==> src/rtl/bp_pkg.sv <==
// Shared encodings and PC slicing helpers for the branch predictor.
// Counter states follow the classic 2-bit scheme; MSB set means "predict taken".
package bp_pkg;

    localparam logic [1:0] SNT = 2'b00;
    localparam logic [1:0] WNT = 2'b01;
    localparam logic [1:0] WT  = 2'b10;
    localparam logic [1:0] ST  = 2'b11;

    localparam logic [1:0] CNT_RST = WNT;

    // Word-aligned index: pc[idx_bits+1:2]; callers truncate to their index width.
    function automatic logic [31:0] bp_idx(input logic [63:0] pc, input int idx_bits);
        return 32'((pc >> 2) & ((64'd1 << idx_bits) - 64'd1));
    endfunction

    function automatic logic [31:0] bp_tag(input logic [63:0] pc, input int idx_bits,
                                           input int tag_bits);
        return 32'((pc >> (idx_bits + 2)) & ((64'd1 << tag_bits) - 64'd1));
    endfunction

endpackage

==> src/rtl/bp_sat_counter.sv <==
// 2-bit saturating counter next-state function; alloc forces a fresh entry to WT.
module bp_sat_counter
    import bp_pkg::*;
(
    input  logic [1:0] cur,
    input  logic       taken,
    input  logic       alloc,
    output logic [1:0] nxt
);

    always_comb begin
        nxt = cur;
        if (alloc) begin
            nxt = WT;
        end else if (taken) begin
            if (cur != ST) nxt = cur + 2'd1;
        end else begin
            if (cur != SNT) nxt = cur - 2'd1;
        end
    end

endmodule

==> src/rtl/branch_predictor.sv <==
// Direct-mapped BHT + tagged BTB predictor; lookup is combinational, training at posedge.
// Define BP_STATS_EN to add saturating update/mispredict statistics outputs.
module branch_predictor
    import bp_pkg::*;
#(
    parameter int XLEN     = 32,
    parameter int IDX_BITS = 6,
    parameter int TAG_BITS = 8
) (
    input  logic            clk,
    input  logic            rst,
    input  logic [XLEN-1:0] if_pc,
    output logic            pred_taken,
    output logic [XLEN-1:0] pred_target,
    input  logic            upd_valid,
    input  logic [XLEN-1:0] upd_pc,
    input  logic            upd_taken,
    input  logic [XLEN-1:0] upd_target,
    input  logic            upd_pred_taken,
    output logic            upd_mispredict
`ifdef BP_STATS_EN
    ,
    output logic [31:0]     stat_updates,
    output logic [31:0]     stat_mispredicts
`endif
);

    localparam int N = 1 << IDX_BITS;

    logic [1:0]          cnt_q [N];
    logic [1:0]          cnt_d [N];
    logic [N-1:0]        vld_q, vld_d;
    logic [TAG_BITS-1:0] tag_q [N];
    logic [TAG_BITS-1:0] tag_d [N];
    logic [XLEN-1:0]     tgt_q [N];
    logic [XLEN-1:0]     tgt_d [N];
    logic                mis_q, mis_d;

    logic [IDX_BITS-1:0] li, ui;
    logic [TAG_BITS-1:0] lt, ut;
    logic                lk_hit, upd_hit;
    logic [1:0]          cnt_nxt;

    assign li = IDX_BITS'(bp_idx(64'(if_pc), IDX_BITS));
    assign lt = TAG_BITS'(bp_tag(64'(if_pc), IDX_BITS, TAG_BITS));
    assign ui = IDX_BITS'(bp_idx(64'(upd_pc), IDX_BITS));
    assign ut = TAG_BITS'(bp_tag(64'(upd_pc), IDX_BITS, TAG_BITS));

    // Lookup reads only registered state, so a same-cycle update is not visible here.
    assign lk_hit      = vld_q[li] && (tag_q[li] == lt);
    assign pred_taken  = lk_hit && cnt_q[li][1];
    assign pred_target = pred_taken ? tgt_q[li] : if_pc + XLEN'(4);

    assign upd_hit = vld_q[ui] && (tag_q[ui] == ut);

    bp_sat_counter u_ctr (
        .cur  (cnt_q[ui]),
        .taken(upd_taken),
        .alloc(upd_taken && !upd_hit),
        .nxt  (cnt_nxt)
    );

    always_comb begin
        cnt_d = cnt_q;
        vld_d = vld_q;
        tag_d = tag_q;
        tgt_d = tgt_q;
        mis_d = upd_valid && (upd_taken != upd_pred_taken);
        if (upd_valid) begin
            if (upd_taken) begin
                cnt_d[ui] = cnt_nxt;
                vld_d[ui] = 1'b1;
                tag_d[ui] = ut;
                tgt_d[ui] = upd_target;
            end else if (upd_hit) begin
                cnt_d[ui] = cnt_nxt;
            end
        end
    end

    always_ff @(posedge clk) begin
        if (rst) begin
            for (int i = 0; i < N; i++) cnt_q[i] <= CNT_RST;
            vld_q <= '0;
            mis_q <= 1'b0;
        end else begin
            cnt_q <= cnt_d;
            vld_q <= vld_d;
            mis_q <= mis_d;
        end
    end

    // Tags and targets are qualified by the valid bits, so they need no reset.
    always_ff @(posedge clk) begin
        tag_q <= tag_d;
        tgt_q <= tgt_d;
    end

    assign upd_mispredict = mis_q;

`ifdef BP_STATS_EN
    logic [31:0] su_q, su_d, sm_q, sm_d;

    always_comb begin
        su_d = su_q;
        sm_d = sm_q;
        if (upd_valid && su_q != '1) su_d = su_q + 32'd1;
        if (mis_d && sm_q != '1)     sm_d = sm_q + 32'd1;
    end

    always_ff @(posedge clk) begin
        if (rst) begin
            su_q <= '0;
            sm_q <= '0;
        end else begin
            su_q <= su_d;
            sm_q <= sm_d;
        end
    end

    assign stat_updates     = su_q;
    assign stat_mispredicts = sm_q;
`endif

endmodule

==> config.mk <==
export PLATFORM = sky130hd
export DESIGN_NAME = branch_predictor
export DESIGN_NICKNAME = d
export VERILOG_FILES = /design/src/rtl/bp_pkg.sv /design/src/rtl/bp_sat_counter.sv /design/src/rtl/branch_predictor.sv
export SDC_FILE = /design/constraint.sdc
export NUM_CORES = 2
export LEC_CHECK = 0
export BUFFER_PORTS_ARGS = -buffer_cell sky130_fd_sc_hd__buf_2
export CORE_ASPECT_RATIO = 1.25
export CORE_MARGIN = 2
export CORE_UTILIZATION = 50
export DETAILED_ROUTE_END_ITERATION = 8
export PLACE_DENSITY = 0.67
export SYNTH_ARGS = -nofsm -noshare
export SYNTH_HDL_FRONTEND = slang
export SYNTH_HIERARCHICAL = 1
export SYNTH_SLANG_ARGS = --single-unit
==> constraint.sdc <==
create_clock -name clk -period 13.42 [get_ports clk]
set_clock_uncertainty 0.05 [all_clocks]
set_input_delay 0.671 -clock clk [delete_from_list [all_inputs] [get_ports clk]]
set_output_delay 0.671 -clock clk [all_outputs]
set_load 0.01 [all_outputs]
Yosys cells after proc, flatten, opt, wreduce, memory -nomap -nowiden --
Cells that the tools add are included.
Word-level totals: flip-flop bits (word level) 2753, word-level logic and storage cells 259, bits in read-only memories 0, bits in latches 0, memory bits (writable) 0, input port bits 101, memories 0
Cells by class: add/sub/neg operators 3, reduce and logical (&&, ||, !) cells 12, multipliers 0, bitwise gates (word level) 3, div/mod/pow operators 0, muxes and demuxes 37, eq/ne operators 4, order comparisons 6, shifts and indexed selects 0
Operators with widths (count):
- $bwmux 2048 | 1
- $bwmux 512 | 1
- $mux 128 | 2
- $bmux 32 s6 | 1
- $demux 32 s6 | 1
- $bwmux 128 | 1
- $mux 32 | 4
- $bmux 8 s6 | 2
- $or 64x64->64 | 1
- $demux 8 s6 | 1
- $mux 8 | 5
- $add 32x3->32 const B | 1
- $bmux 2 s6 | 2
- $mux 2 | 9
- $eq 8x8->1 | 2
- $ge 7x7->1 const B | 2
- $lt 6x7->1 const B | 2
- $not 6->7 | 2
- $bmux 1 s6 | 2
- $demux 2 s6 | 1
- $logic_and 1x1->1 | 7
- $lt 7x1->1 const B | 1
- $demux 1 s6 | 1
- $ge 6x1->1 const B | 1
- 8 further kinds | 12

Depth between registers and ports, before layout --
depth after elaboration 12, mapped depth 19

Hierarchy --
The synthesis kept the hierarchy.
By module, submodules not included:
- branch_predictor | cells each 5368, sequential area each 80737.4 um^2, area each 111490.7 um^2, times used 1
- bp_sat_counter | cells each 7, sequential area each 0.0 um^2, area each 41.3 um^2, times used 1

Worst setup path before layout --
Ideal clock, no wire load.
path type input port to flip-flop, start point input upd_pc[4], end point register tag_q[10] (netlist bit), enable pin, slack 8.678 ns, stages on the path 8, arrival 4.253 ns, required time 12.931 ns, setup time 0.439 ns, path buffers 6, cells stage by stage buf_2 buf_4 buf_2 buf_1 clkbuf_1 clkbuf_1 nand2_1 nor2_1
RTL lines:
- from (decl) | line branch_predictor.sv:16 | input logic [XLEN-1:0] upd_pc,
- to (signal assigned) | line branch_predictor.sv:95 | tag_q <= tag_d;
- to (decl) | line branch_predictor.sv:33 | logic [TAG_BITS-1:0] tag_q [N];

Worst setup path after layout --
start point input if_pc[3], end point output pred_target[12]
On the way: longest elaborated chain between the ends 8
RTL lines:
- from (decl) | line branch_predictor.sv:12 | input logic [XLEN-1:0] if_pc,
- $not 6->7 (implied by the code) | line branch_predictor.sv:50, branch_predictor.sv:51, branch_predictor.sv:52
- $bmux 8 s6 | line branch_predictor.sv:50 | assign lk_hit = vld_q[li] && (tag_q[li] == lt);
- $mux 8 (implied by the code) (2 in series) | line branch_predictor.sv:50
- $eq 8x8->1 | line branch_predictor.sv:50
- $logic_and 1x1->1 | line branch_predictor.sv:50
- $logic_and 1x1->1 | line branch_predictor.sv:51 | assign pred_taken = lk_hit && cnt_q[li][1];
- $mux 32 (*) | line branch_predictor.sv:52 | assign pred_target = pred_taken ? tgt_q[li] : if_pc + XLEN'(4);
- to (decl) | line branch_predictor.sv:14 | output logic [XLEN-1:0] pred_target,
Every way passes the cells marked *; elsewhere a longest branch is shown, timed or not. The select of a mux whose other input is x is not followed.

==> results.py <==
metrics = {
    "worst_hold_path": {
        "worst_hold_path_type": "input pin to register",
        "hold_end": "upd_mispredict",
        "min_path_cells": 3,
        "worstHoldStart": "upd_pred_taken",
    },
    "global_routing": {
        "grt_antenna_before_repair": 30,
        "grt_pass1_vias": 59400,
        "grt_max_degree": 119,
        "grt.total_usage": 0.290,
        "grt_pass1_wl_um": 458000,
        "globalRoute.totalOverflow": 0,
    },
    "floorplan": {
        "num_io_pins": 135,
        "dieArea_um2": 227000,
        "die-width_um": 426,
        "initial_core_util": 0.504,
        "rows": 193,
        "core_area_um2": 221000,
        "die_y_um": 532,
    },
    "detailed_routing": {
        "vias": 59200,
        "drt_iter0_markers": 8674,
        "viasPerCell": 6.83,
        "wl_per_cell_um": 38.0,
        "routed_wl_um": 329000,
        "ant_nets": 0,
        "dr.pass1.iters": 7,
        "drc": 0,
    },
    "clock_tree": {
        "cts.sinks": 2753,
        "path_clk_slew_ns": 0.06,
        "cts-root-buf": "clkbuf_16",
        "clk_path_buf_depth": 4,
        "cts_tree": "yes",
        "cts_resized": 0,
        "cts_setup_buffers": 0,
        "cts_inserted_buffers": 272,
        "clk_latency_ns": 0.86,
        "holdBufCountCts": 0,
        "htreeDepth": 5,
    },
    "placed_design": {
        "dp_hpwl_um": 180000,
        "io_buffers": 116,
        "dpl_worst_slack_ns": 5.72,
        "gp_congestion": 0.896,
    },
    "final_layout": {
        "area_growth_syn_to_layout_pct": 11.4,
        "drive_gt1_frac": 0.285,
        "fill_cells": 16200,
        "nets": 5663,
    },
    "setup_path": {
        "rr_worst_depth": 12,
        "crit_type": "input pin to output port",
        "endpoint_kind": "output port",
        "slowest_stage": "buf_4",
        "worst-path-buf-inv": 5,
        "worstPathArrival_ns": 6.99,
        "path_cells": "buf_8, buf_12, buf_4, mux4_2, mux4_2, mux4_2, xnor2_1, nand4_1, nor3_4, buf_4, mux2_1, buf_2",
        "path_delay_family": "buffers and inverters",
        "r2r-start": "vld_q[21]",
        "crit_fanout": 118,
        "startpoint": "if_pc[3]",
        "r2r_end": "cnt_q[12]",
        "startpoint_type": "input pin",
        "cp.required_ns": 12.70,
        "reg2reg_slack_ns": 8.85,
        "critPathMaxStageDelay_ns": 0.84,
        "cp_common_cell": "mux4_2",
    },
    "yosys": {
        "ys_seq_elements": 2753,
        "synthFlopType": "edfxtp_1",
        "synth_cell_types": 65,
        "yosys.area.top_type_share": 0.689,
        "ys_warn_count": 6,
        "syn_area_um2": 112000,
        "synth-edff-count": 2560,
        "synthTopCellsByArea": "edfxtp_1 (69%), mux4_2 (18%), dfxtp_1 (3.5%), mux2i_1 (2.1%), nor2_1 (1.0%)",
        "yosys.area.top_type": "edfxtp_1",
        "postSynth.asyncResetShare": 0,
        "syn_inst": 5375,
        "ys_seq_area_frac": 0.724,
        "syn-num-nets": 5477,
        "synth_area_per_cell_um2": 20.8,
    },
    "sta": {
        "period_needed_ns": 7.71,
        "finalHoldViolations": 0,
        "setup_viol": 0,
        "relSlewSlack": 0.104,
        "grt_setup_unrepaired": "false",
        "fin_ws_ns": 5.71,
        "fin_setup_tns_ns": 0,
        "drv_slew": 0,
        "finalCritPeriodShare": 0.574,
        "tightest_slew_ns": 1.34,
        "max_freq_mhz": 130,
    },
    "power": {
        "p_total_mw": 17.6,
        "power_density_nw_per_um2": 142,
        "ir_worst_vdd_mv": 0.103,
        "leakagePower_nw": 39.3,
    },
    "job": {
        "cap_violations": 0,
    },
    "outcome": {
        "status": "completed",
    },
}
-- per-layer routing --
metal	track usage	vias to the layer above	wire [µm]
met4	0.140	24	18400
met1	0.374	31600	116000
li1	-	23000	-
met5	0	-	163
met2	0.468	3704	161000
met3	0.0635	864	33500
-- worst max-delay path by stage --
stage | to | slack [ns] | cells past startpoint
floorplan | tag_q[10] | 8.68 | 8
global placement | pred_target[12] | 5.71 | 12
detailed placement | pred_target[12] | 5.72 | 12
CTS | pred_target[12] | 5.74 | 12
global route | pred_target[12] | 5.64 | 12
finish | pred_target[12] | 5.71 | 12
-- power breakdown --
part	internal (mW)	leakage, nW	switching, mW
Clock	4.09	4.00	3.15
Sequential	9.40	24.6	0.00994
Combinational	0.388	10.7	0.603
-- layout by cell type, fill, tap and decap left out, types with 13 or more instances in the layout --
cell	instances
a22oi_1	70
buf_4	149
clkinv_1	47
mux2i_1	239
a31oi_1	19
o22ai_1	31
o22a_1	14
a211oi_1	13
buf_2	107
clkbuf_1	65
nor2_1	234
xnor2_1	37
nand2_1	95
a221o_1	26
nand4_1	17
mux2_2	58
mux4_2	878
clkbuf_16	284
o21ai_0	39
mux2_1	17
a22o_1	17
nor2_4	66
a221oi_1	64
dfxtp_1	193
a21oi_1	39
nand3_1	97
clkinv_2	27
edfxtp_1	2560
nand2b_1	71
-- sequential cells by signal (all words and copies together), names as in the netlist --
signal	cells
vld_q	64
upd_mispredict	1
tag_q	512
cnt_q	128
tgt_q	2048
-- final cells by class --
cell class,instances,area [µm²],share of cell area
inverter,8,30.0,0.000242
antenna,8,20.0,0.000161
clock inverter,97,757,0.00609
sequential,2753,80700,0.650
clock buffer,356,7450,0.0600
multi-input combinational,2259,29700,0.239
timing repair buffer,267,1830,0.0147
tap,2925,3660,0.0295
-- through the flow --
step                 util  area, µm²  std cells  hold slack, ns
CTS                 0.561     124000       8665          0.0274
detailed placement  0.524     116000       8212           0.433
global placement    0.524     116000       8212           0.423
finish              0.561     124000       8673          0.0647
floorplan               -     112000       5375           0.407
global route        0.561     124000       8669          0.0717
-- cells in the mapped netlist (7+ instances only) --
cell and n:
mux2_1 17, nor2b_1 12, buf_2 122, xor2_1 8, a22oi_1 70, mux2i_1 239
nand3_1 97, buf_4 17, a221o_1 26, nand2_1 95, o2bb2ai_1 8, and3_1 7
o211ai_1 11, nand4_1 17, a221oi_1 64, buf_1 35, dfxtp_1 193, a22o_1 17
a211oi_1 13, mux4_2 878, clkbuf_1 176, a31oi_1 19, xnor2_1 37, edfxtp_1 2560
nor2_1 302, o21ai_0 39, mux2_2 58, o22ai_1 31, a21oi_1 39, nor4_1 8
o22a_1 14, nand2b_1 73
-- tightest hold or removal path: cells and delay by family --
kind	cells	cell delay [ns]
and+or+nand+nor	1	0.05
buffers and inverters	1	0.08
xor gates and xnor gates	1	0.12
-- logic make-up (layout without fill, tap and decap cells) --
group	after synthesis	count (layout)	share of synthesized area
buf+inv	363	728	0.0145
mux	1192	1192	0.206
compound gates	376	376	0.0251
flops	2753	2753	0.724
other cells	0	8	0
fa+ha+maj	1	1	0.000112
simple gates	645	645	0.0266
xor+xnor	45	45	0.00353
Power figures use the tool's default switching activity.
